$ cat config.mk
export PLATFORM = sky130hd
export DESIGN_NAME = reg_port_arbiter_flat
export DESIGN_NICKNAME = d
export VERILOG_FILES = /design/src/rtl/reg_port_arbiter_if.sv /design/src/rtl/reg_port_arbiter.sv /design/src/flat_wrapper.sv
export SDC_FILE = /design/constraint.sdc
export NUM_CORES = 1
export LEC_CHECK = 0
export ABC_AREA = 1
export CAP_MARGIN = 20
export CORE_UTILIZATION = 39
export CTS_CLUSTER_DIAMETER = 120
export CTS_CLUSTER_SIZE = 30
export DETAILED_ROUTE_END_ITERATION = 6
export PLACE_DENSITY = 0.74
export SYNTH_ARGS = -nofsm -noshare
export SYNTH_HDL_FRONTEND = slang
export SYNTH_SLANG_ARGS = --single-unit
$ cat constraint.sdc
create_clock -name CLK -period 1.15 [get_ports CLK]
set_input_delay 0.1725 -clock CLK [delete_from_list [all_inputs] [get_ports CLK]]
set_output_delay 0.1725 -clock CLK [all_outputs]
set_load 0.02 [all_outputs]
$ cat src/rtl/reg_port_arbiter_if.sv
// Request/grant/read-data signal bundle between two register-read requesters,
// the shared register-file read port and the reg_port_arbiter.
interface reg_port_arbiter_if #(
  parameter int unsigned DATA_W = 64
);
  logic              ReqA;
  logic [4:0]        AddrA;
  logic              ReqB;
  logic [4:0]        AddrB;
  logic              GntA;
  logic              GntB;
  logic              Sel;
  logic [4:0]        RdAddr;
  logic [DATA_W-1:0] RdData;
  logic [DATA_W-1:0] DataA;
  logic              ValidA;
  logic [DATA_W-1:0] DataB;
  logic              ValidB;
  logic              Busy;

  // Arbiter side
  modport slave (
    input  ReqA, AddrA, ReqB, AddrB, RdData,
    output GntA, GntB, Sel, RdAddr, DataA, ValidA, DataB, ValidB, Busy
  );

  // Requester / register-file side
  modport master (
    output ReqA, AddrA, ReqB, AddrB, RdData,
    input  GntA, GntB, Sel, RdAddr, DataA, ValidA, DataB, ValidB, Busy
  );
endinterface

$ cat src/rtl/reg_port_arbiter.sv
// Round-robin arbiter sharing one combinational register-file read port
// between two requesters; grant one cycle after request, data one cycle after grant.
module reg_port_arbiter #(
  parameter int unsigned DATA_W = 64
) (
  input logic                 CLK,
  input logic                 RESET_N,
  reg_port_arbiter_if.slave   bus
);

  typedef enum logic [1:0] {
    IDLE    = 2'd0,
    SERVE_A = 2'd1,
    SERVE_B = 2'd2
  } state_t;

  state_t            state_q,  state_d;
  logic              last_b_q, last_b_d;
  logic [4:0]        addr_q,   addr_d;
  logic [DATA_W-1:0] data_a_q, data_a_d;
  logic [DATA_W-1:0] data_b_q, data_b_d;
  logic              valid_a_q, valid_a_d;
  logic              valid_b_q, valid_b_d;

  logic win_a;
  logic win_b;

  // On a tie the requester not served most recently wins.
  always_comb begin
    win_a = bus.ReqA & (~bus.ReqB |  last_b_q);
    win_b = bus.ReqB & (~bus.ReqA | ~last_b_q);
  end

  always_comb begin
    state_d   = IDLE;
    last_b_d  = last_b_q;
    addr_d    = addr_q;
    data_a_d  = data_a_q;
    data_b_d  = data_b_q;
    valid_a_d = 1'b0;
    valid_b_d = 1'b0;

    if (win_a) begin
      state_d  = SERVE_A;
      last_b_d = 1'b0;
      addr_d   = bus.AddrA;
    end else if (win_b) begin
      state_d  = SERVE_B;
      last_b_d = 1'b1;
      addr_d   = bus.AddrB;
    end

    // The grant cycle ends on this edge: capture what the read port returned.
    case (state_q)
      SERVE_A: begin
        data_a_d  = bus.RdData;
        valid_a_d = 1'b1;
      end
      SERVE_B: begin
        data_b_d  = bus.RdData;
        valid_b_d = 1'b1;
      end
      default: ;
    endcase
  end

  always_ff @(posedge CLK or negedge RESET_N) begin
    if (!RESET_N) begin
      state_q   <= IDLE;
      last_b_q  <= 1'b1;
      addr_q    <= '0;
      data_a_q  <= '0;
      data_b_q  <= '0;
      valid_a_q <= 1'b0;
      valid_b_q <= 1'b0;
    end else begin
      state_q   <= state_d;
      last_b_q  <= last_b_d;
      addr_q    <= addr_d;
      data_a_q  <= data_a_d;
      data_b_q  <= data_b_d;
      valid_a_q <= valid_a_d;
      valid_b_q <= valid_b_d;
    end
  end

  assign bus.GntA   = (state_q == SERVE_A);
  assign bus.GntB   = (state_q == SERVE_B);
  assign bus.Sel    = (state_q == SERVE_B);
  assign bus.Busy   = (state_q == SERVE_A) | (state_q == SERVE_B);
  assign bus.RdAddr = addr_q;
  assign bus.DataA  = data_a_q;
  assign bus.ValidA = valid_a_q;
  assign bus.DataB  = data_b_q;
  assign bus.ValidB = valid_b_q;

endmodule

$ cat src/flat_wrapper.sv
// flat-port wrapper written by rule: the top's interface ports become plain ports
module reg_port_arbiter_flat 
#(
  parameter int unsigned DATA_W = 64
)
  (CLK, RESET_N, bus_ReqA, bus_AddrA, bus_ReqB, bus_AddrB, bus_RdData, bus_GntA, bus_GntB, bus_Sel, bus_RdAddr, bus_DataA, bus_ValidA, bus_DataB, bus_ValidB, bus_Busy);
  reg_port_arbiter_if #(.DATA_W(DATA_W)) bus_i ();
  input logic CLK;
  input logic RESET_N;
  input wire logic [$bits(bus_i.ReqA)-1:0] bus_ReqA;
  input wire logic [$bits(bus_i.AddrA)-1:0] bus_AddrA;
  input wire logic [$bits(bus_i.ReqB)-1:0] bus_ReqB;
  input wire logic [$bits(bus_i.AddrB)-1:0] bus_AddrB;
  input wire logic [$bits(bus_i.RdData)-1:0] bus_RdData;
  output wire logic [$bits(bus_i.GntA)-1:0] bus_GntA;
  output wire logic [$bits(bus_i.GntB)-1:0] bus_GntB;
  output wire logic [$bits(bus_i.Sel)-1:0] bus_Sel;
  output wire logic [$bits(bus_i.RdAddr)-1:0] bus_RdAddr;
  output wire logic [$bits(bus_i.DataA)-1:0] bus_DataA;
  output wire logic [$bits(bus_i.ValidA)-1:0] bus_ValidA;
  output wire logic [$bits(bus_i.DataB)-1:0] bus_DataB;
  output wire logic [$bits(bus_i.ValidB)-1:0] bus_ValidB;
  output wire logic [$bits(bus_i.Busy)-1:0] bus_Busy;
  assign bus_i.ReqA = bus_ReqA;
  assign bus_i.AddrA = bus_AddrA;
  assign bus_i.ReqB = bus_ReqB;
  assign bus_i.AddrB = bus_AddrB;
  assign bus_i.RdData = bus_RdData;
  assign bus_GntA = bus_i.GntA;
  assign bus_GntB = bus_i.GntB;
  assign bus_Sel = bus_i.Sel;
  assign bus_RdAddr = bus_i.RdAddr;
  assign bus_DataA = bus_i.DataA;
  assign bus_ValidA = bus_i.ValidA;
  assign bus_DataB = bus_i.DataB;
  assign bus_ValidB = bus_i.ValidB;
  assign bus_Busy = bus_i.Busy;
  reg_port_arbiter #(.DATA_W(DATA_W)) u_core (.CLK(CLK), .RESET_N(RESET_N), .bus(bus_i));
endmodule
Yosys cells after proc, flatten, opt, wreduce, memory -nomap -nowiden
Index checks and enable logic that the tools add are counted.
{"block": "totals", "ff_bits": 138, "input_bits": 78, "out_inout_bits": 139, "elab_cells": 26}
{"block": "classes", "eq_ne": 2, "muxes": 8, "bitwise": 8, "reduce_logical": 1}
{"cell": "$mux W5", "n": 2}
{"cell": "$mux W1", "n": 4}
{"cell": "$mux W2", "n": 2}
{"cell": "$not A1 Y1", "n": 3}
{"cell": "$or A1 B1 Y1", "n": 3}
{"cell": "$and A1 B1 Y1", "n": 2}
{"cell": "$eq A2 B1 Y1 const B", "n": 1}
{"cell": "$eq A2 B2 Y1 const B", "n": 1}
{"cell": "$reduce_bool A2 Y1", "n": 1}

Depth between registers and ports, before layout
Gate-level depths: netlist of run 1.
{"block": "depth", "word_depth": 5, "mapped_depth": 7, "mapped_depth_nobuf": 5}

Worst setup path after synthesis of run 1
OpenSTA, ideal clock, no wires.
{"block": "synth_timing", "path_type": "register -> register", "start": "reg u_core.state_q[0]", "end": "reg u_core.data_b_q[33], in the netlist u_core.bus.DataB[33]", "setup_time_ns": 0.127, "arrival_time_ns": 1.190, "required_ns": 1.023, "slack_ns": -0.167, "path_stages_with_launch": 8, "n_path_buf": 3, "period_less_slack_ns": 1.317, "cell_sequence": "dfrtp_1 inv_1 ha_1 buf_6 buf_6 buf_6 nand2_1 o21ai_0"}
{"block": "synth_between", "elab_chain_cells": 1}
{"element": "start, declared", "line": "reg_port_arbiter.sv:17", "text": "state_t state_q, state_d;"}
{"element": "start signal, assigned", "line": "reg_port_arbiter.sv:77", "text": "state_q <= state_d;"}
{"element": "$eq A2 B2 Y1"}
{"element": "net bus_GntB", "line": "flat_wrapper.sv:16", "text": "output wire logic [$bits(bus_i.GntB)-1:0] bus_GntB;"}
{"element": "end signal, assigned", "line": "reg_port_arbiter.sv:81", "text": "data_b_q <= data_b_d;"}
{"element": "end, declared", "line": "reg_port_arbiter.sv:21", "text": "logic [DATA_W-1:0] data_b_q, data_b_d;"}
The timed path passes the listed nets, and every way through them passes these cells.
A chain may end at the register's enable or synchronous reset.

Worst setup path after layout of run 1
{"block": "layout_timing", "start": "reg u_core.state_q[1]", "end": "out bus_Busy"}
{"block": "layout_between", "elab_chain_cells": 2, "elab_cells_between_ends": 3, "cone_classes": "eq/ne: 2; bitwise: 1"}
{"element": "$eq A2 B1 Y1 or $eq A2 B2 Y1 (tied branches)", "line": "reg_port_arbiter.sv:90", "text": "assign bus.Busy = (state_q == SERVE_A) | (state_q == SERVE_B);"}
{"element": "$or A1 B1 Y1 *", "line": "reg_port_arbiter.sv:90"}
{"element": "end, declared", "line": "flat_wrapper.sv:23", "text": "output wire logic [$bits(bus_i.Busy)-1:0] bus_Busy;"}
Every way passes the cells marked *; elsewhere a longest branch is shown, timed or not.

==> results.yml, run 1 <==
synthesis:
  synth_nets: 682
  yosys.area.top_type: "dfrtp_1"
  synth.distinct_cells: 18
  synthTopCellsByArea: "dfrtp_1 (62%), o21ai_0 (11%), nand2_1 (9.9%)"
  syn_area_per_cell_um2: 9.160
  synth.top_cell.area_share_pct: 62.17
  synth_cells: 602
  yosysWarnings: 0
  syn_area_um2: 5514
  seq_area_frac_synth_pct: 62.65
  synth_seq_cells: 138
setup_path:
  end_kind: "output pin"
  cp_slowest_cell: "dfrtp_1"
  critical_path_class: "flip-flop to output pin"
  cp_top_family: "flip-flops"
  worst_r2r_path_depth: 6
  worstPathRequired_ps: 980
  worst-r2r-setup-slack_ps: -280
  cp.buffers_inverters: 2
  cp_cell_sequence: "ha_4 -> inv_2 -> buf_6"
  r2r_end: "u_core.bus.DataA[34]"
  crit_path_start_kind: "flip-flop"
  cp.arrival_ps: 1260
  crit_end: "bus_Busy"
  timing.rr.start: "u_core.state_q[0]"
  setup.worst_path.start: "u_core.state_q[1]"
  crit_cells: 3
  cp_max_fo: 2
  slowest_delay_ps: 410
sta:
  fin_crit_ps: 1430
  tightest_slew_ps: 296.2
  slew-limit-headroom_pct: 80.25
  fmax_ghz: 0.6991
  fin_crit_sh_pct: 124.4
  rsz0062_at_grt: "true"
  fin_skew_ps: 5.173
  timing.hold.ws_ps: 189.9
  setup_viol: 154
  drv_slew: 0
  setup_slack_ps: -280.5
  hold_violations: 0
global_routing:
  grt_pass1_wl_um: 28110
  grt_max_degree: 39
  antenna_found_initial: 1
  grt_pass1_vias: 5216
  grt-ovfl-total: 0
  grt_usage_pct: 25.68
drt:
  drt_iter0_drc: 337
  dr.pass1.iters: 4
  antenna_left: 0
  dr_total_vias: 5626
  avgRoutedWirePerCell_um: 20.45
  routed_via_density: 5.023
  drt_wl_total_um: 22910
  drc: 0
floorplan:
  die-area_um2: 14620
  io_pins: 217
  start_util_pct: 39.88
  fp.coreArea_um2: 13830
  die_w_um: 120.9
  chipHeight_um: 120.9
  rows: 43
final_layout:
  area.growth.synth_to_final_pct: 106.0
  final_cells: 1120
  final_nets: 1006
  drive_gt1_share_pct: 54.42
cts:
  cts_buffer_depth: 2
  numCtsBuffers: 17
  cts.sinks: 138
  cts_root_buf: "clkbuf_16"
  tritoncts: "done"
  clock_insertion_delay_worst_skew_ps: 420
  clk_pin_slew_worst_paths_ps: 60
  htreeDepth: 4
placed_design:
  dp.cells: 991
  post-dp-hpwl_um: 9795
  port_buffers: 216
  gp_congestion: 0.8182
  pre_cts_ws_ps: -309.5
power_and_ir_drop:
  power-per-cell-area_nw_per_um2: 1867
  p_leak_nw: 5.825
  power_mw: 21.20
  vdd_drop_max_v: 0.001047
run_status:
  status: "finished, violations left"
  failed_checks: "setup timing"
run:
  cap_violations: 0
worst_hold_path:
  worst_hold_path_type: "input port to async pin"
[registers in the layout, indices dropped and copies added (netlist names)]
register / count
u_core.bus.DataA: 64
u_core.bus.ValidB: 1
u_core.state_q: 2
u_core.bus.ValidA: 1
u_core.last_b_q: 1
u_core.bus.RdAddr: 5
u_core.bus.DataB: 64
[layer usage]
metal | vias to the layer above | GRT usage (%) | wire [um]
met1 | 2800 | 31.59 | 8751
met3 | 79 | 6.438 | 1322
li1 | 2504 | - | -
met2 | 243 | 42.86 | 11840
met4 | 0 | 10.88 | 994
met5 | - | 0 | 0
[stage by stage]
| step | utilization (%) | cell area, um^2 | TNS [ps] |
|---|---|---|---|
| final | 82.16 | 11360 | -22610 |
| after detailed placement | 58.08 | 8030 | -12340 |
| after global routing | 82.14 | 11360 | -29350 |
| after global placement | 58.08 | 8030 | -10240 |
| after CTS | 68.93 | 9532 | -20410 |
| after floorplan | - | 5547 | -2769 |
[worst min-delay path by stage]
stage,from,to,slack (ps),depth (start not counted)
after floorplan,RESET_N,u_core.bus.DataA[0],-120,0
after global placement,RESET_N,u_core.bus.DataA[9],70,1
after detailed placement,RESET_N,u_core.bus.DataA[9],70,1
after CTS,RESET_N,u_core.bus.RdAddr[1],180,2
after global routing,RESET_N,u_core.bus.RdAddr[4],210,2
final,RESET_N,u_core.bus.RdAddr[4],190,2
[cell type report]
cell class                 count  area (um^2)
antenna                        1        2.502
sequential                   138         3455
timing repair buffer         336         4105
inverter                     139        521.8
multi-input combinational    294         2412
clock inverter                11        167.7
tap                          180        225.2
clock buffer                  21        470.5
fill                         701         2467
[cells in the mapped netlist]
master,count
clkbuf_1,2
dfstp_2,1
clkbuf_2,8
buf_2,10
buf_6,10
o21ai_0,122
o21ai_2,1
ha_1,2
buf_4,1
nand2_1,146
nand4_1,5
inv_2,1
inv_1,138
dfrtp_1,137
a21oi_1,1
nand2_4,1
nand3_1,10
o21ai_1,6
[cell usage in the layout (no fill, tap or decap), drive strengths merged]
| cell | instances |
|---|---|
| o21ai | 129 |
| clkinv | 5 |
| clkbuf | 32 |
| clkinvlp | 2 |
| diode | 1 |
| dfrtp | 137 |
| bufinv | 4 |
| nand4 | 5 |
| buf | 248 |
| dlygate4sd3 | 1 |
| a21oi | 1 |
| nand3 | 10 |
| ha | 2 |
| nand2 | 147 |
| inv | 139 |
| dfstp | 1 |
| clkdlybuf4s50 | 76 |
[power by group]
| group | total, mW | internal (mW) | switching [mW] |
|---|---|---|---|
| clock | 6.02 | 3.80 | 2.22 |
| sequential | 6.78 | 5.92 | 0.861 |
| combinational | 8.41 | 4.24 | 4.17 |
| total | 21.2 | 14.0 | 7.25 |
[logic make-up after synthesis]
kind of cell | share of synthesized area, %
buf+inv | 13.41
simple gates | 11.62
fa+ha+maj | 0.4538
compound gates | 11.87
flops | 62.65
[worst reg2reg max path: cells and delay by family (launching register included)]
kind / cells / cell delay, ps
buf+inv: 4 / 590
fa+ha+maj: 1 / 170
compound gates: 1 / 180
flops: 1 / 400
[timing repair]
| action | in CTS | in global routing |
|---|---|---|
| gates cloned | 24 | 13 |
| setup buffers | 21 | 40 |
| hold buffers | 1 | 0 |
| resized for setup | 871 | 376 |
| setup endpoints to repair | 256 | 255 |
| pin swaps | 38 | 56 |
| endpoints found under the hold margin | 138 | 0 |
No activity file was read; power rests on OpenSTA's default activity.
==> run 2, diff against run 1 <==
CORE_MARGIN = 4   (was default)
CORE_UTILIZATION = 43   (was 39)
PLACE_DENSITY = 0.77   (was 0.74)
clock period = 1.8 ns   (was 1.15 ns; I/O delays follow)
==> run 2 against run 1 <==
  * The flow now finishes without violations
  * Combinational power down 60%
  * Via count down 18%
  * Critical path depth unchanged
  * Clock power down 38%
  * Total power down 47%
  * Sequential cell count unchanged
  * Hold slack better by 110 ps
  * Register-to-register slack better by 600 ps
  * Utilization down 15 points
  * Sequential share of layout area up 11 points
  * First-iteration DRC count down 14%
  * Non-clock buffer count down 112
  * Largest power group is now sequential cells
==> results.yml, run 2 (synthesis results as in run 1) <==
placed_design:
  pre_cts_ws_ps: 169.7
  dp.cells: 966
  placed_cell_area_um2: 7802
  port_buffers: 216
  gp_congestion: 0.8370
  post-dp-hpwl_um: 10060
power_and_ir_drop:
  swShare_pct: 31.50
  seqPwrFrac_pct: 36.9
  switchingPower_mw: 3.545
  power-per-cell-area_nw_per_um2: 1334
  pwr-share-clk_pct: 32.9
  share_comb_of_total_power_pct: 30.1
  p_leak_nw: 3.911
  vdd_drop_max_v: 0.0007315
  power_mw: 11.25
  power.internal_mw: 7.707
drt:
  avgRoutedWirePerCell_um: 14.37
  routed_via_density: 4.609
  drc: 0
  dr_total_vias: 4604
  drt_iter0_drc: 291
  antenna_left: 0
  dr.pass1.iters: 4
  drt_wl_total_um: 14350
setup_path:
  r2r_end: "u_core.bus.DataB[32]"
  cp_max_fo: 4
  setup.worst_path.start: "u_core.state_q[0]"
  timing.rr.start: "u_core.state_q[0]"
  cp.arrival_ps: 1440
  worst-r2r-setup-slack_ps: 320
  cp_cell_sequence: "inv_1 -> ha_4 -> dlygate4sd2_1"
  critical_path_class: "flip-flop to output pin"
  worst_r2r_path_depth: 4
  cp_slowest_cell: "dfrtp_1"
  crit_end: "bus_Sel"
  worstPathRequired_ps: 1530
  crit_path_start_kind: "flip-flop"
  slowest_delay_ps: 410
  end_kind: "output pin"
global_routing:
  grt_usage_pct: 19.84
  grt_max_degree: 130
  grt_pass1_vias: 4682
  grt-ovfl-total: 0
  antenna_found_initial: 0
  grt_pass1_wl_um: 23080
cts:
  numCtsBuffers: 17
  htreeDepth: 4
  cts.sinks: 138
  tritoncts: "done"
  clock_insertion_delay_worst_skew_ps: 410
  cts_buffer_depth: 2
  post_cts_buffers: 0
  cts_root_buf: "clkbuf_16"
  clk_pin_slew_worst_paths_ps: 60
final_layout:
  final_cells: 999
  drive_gt1_share_pct: 5.562
  finish.utilization_pct: 67.13
  final_cell_area_um2: 8437
  antenna_cells: 0
  final_nets: 894
  layout_commonest_cell: "clkdlybuf4s50_1"
  seqCellArea_um2: 3455
  area.growth.synth_to_final_pct: 53.01
  multi_input_area_um2: 1345
  final_cell_mix: "clkdlybuf4s50_1 (211), nand2_1 (146), inv_1 (138)"
  nFillCells: 983
sta:
  drv_slew: 0
  hold_violations: 0
  timing.hold.ws_ps: 302.8
  fin_crit_sh_pct: 95.18
  fin_crit_ps: 1713
  totalNegativeSetupSlack_ps: 0
  fin_skew_ps: 6.871
  slew-limit-headroom_pct: 67.33
  fmax_ghz: 0.5837
  setup_slack_ps: 86.76
  tightest_slew_ps: 490.1
  rsz0062_at_grt: "false"
  setup_viol: 0
worst_hold_path:
  worst_hold_path_type: "input port to async pin"
run:
  cap_violations: 0
floorplan:
  fp.coreArea_um2: 12570
  die-area_um2: 14700
  chipHeight_um: 121.2
  rows: 41
  die_w_um: 121.2
  start_util_pct: 43.87
  io_pins: 217
run_status:
  status: "complete, no violations"
## run 2: cell count changes in the layout (fill, tap and decap cells not counted), sizes merged, moves of 2 or more
cell	before	now
inv	139	142
clkinvlp	2	4
buf	248	8
dlygate4sd2	0	3
clkbuf	32	20
clkdlybuf4s50	76	211
clkinv	5	2
## run 2: how the worst min path moves through the flow
| stage | from | to | slack (ps) | cells past startpoint |
|---|---|---|---|---|
| 2_1_floorplan | RESET_N | u_core.bus.DataA[0] | -30 | 0 |
| 3_3_place_gp | RESET_N | u_core.bus.DataB[34] | 170 | 1 |
| 3_5_place_dp | RESET_N | u_core.bus.DataB[34] | 170 | 1 |
| 4_1_cts | RESET_N | u_core.bus.DataB[34] | 300 | 2 |
| 5_1_grt | RESET_N | u_core.bus.DataB[34] | 310 | 2 |
| 6_report | RESET_N | u_core.bus.DataB[34] | 300 | 2 |
## run 2: metal layers
metal	share of wire [%]	global-route usage (%)	vias up
met5	0	0	-
met4	2.3	8.123	0
met3	8.2	6.807	33
met2	48	31.68	173
met1	41	24.78	2153
li1	-	-	2245
## run 2: layout make-up
cell class	instances	share of cell area, %
sequential	138	40.95
timing repair buffer	224	26.87
multi-input combinational	294	15.94
inverter	139	6.184
clock buffer	19	5.250
tap	172	2.551
clock inverter	13	2.254
## run 2: power groups by stage
| stage | Clock, mW | Sequential (mW) | Combinational [mW] |
|---|---|---|---|
| 3_3_place_gp | 0 | 4.17 | 3.35 |
| 5_1_grt | 3.94 | 4.24 | 3.65 |
| 3_5_place_dp | 0 | 4.20 | 3.43 |
| 4_1_cts | 3.78 | 4.16 | 3.44 |
| 2_1_floorplan | 0 | 5.00 | 0.721 |
| 6_report | 3.71 | 4.15 | 3.39 |
## run 2: repair_timing
| item | in CTS | in global routing |
|---|---|---|
| gates resized for setup | 5 | 1 |
| endpoints found under the hold margin | 26 | 0 |
| endpoints found under the setup margin | 4 | 1 |
| hold buffers | 1 | 0 |
## run 2: worst max-delay path, delay by kind of cell, from the launching register on
family                   cells  cell delay (ps)
adder cells (fa/ha/maj)      1              170
buffers and inverters        2              460
flip-flops                   1              410
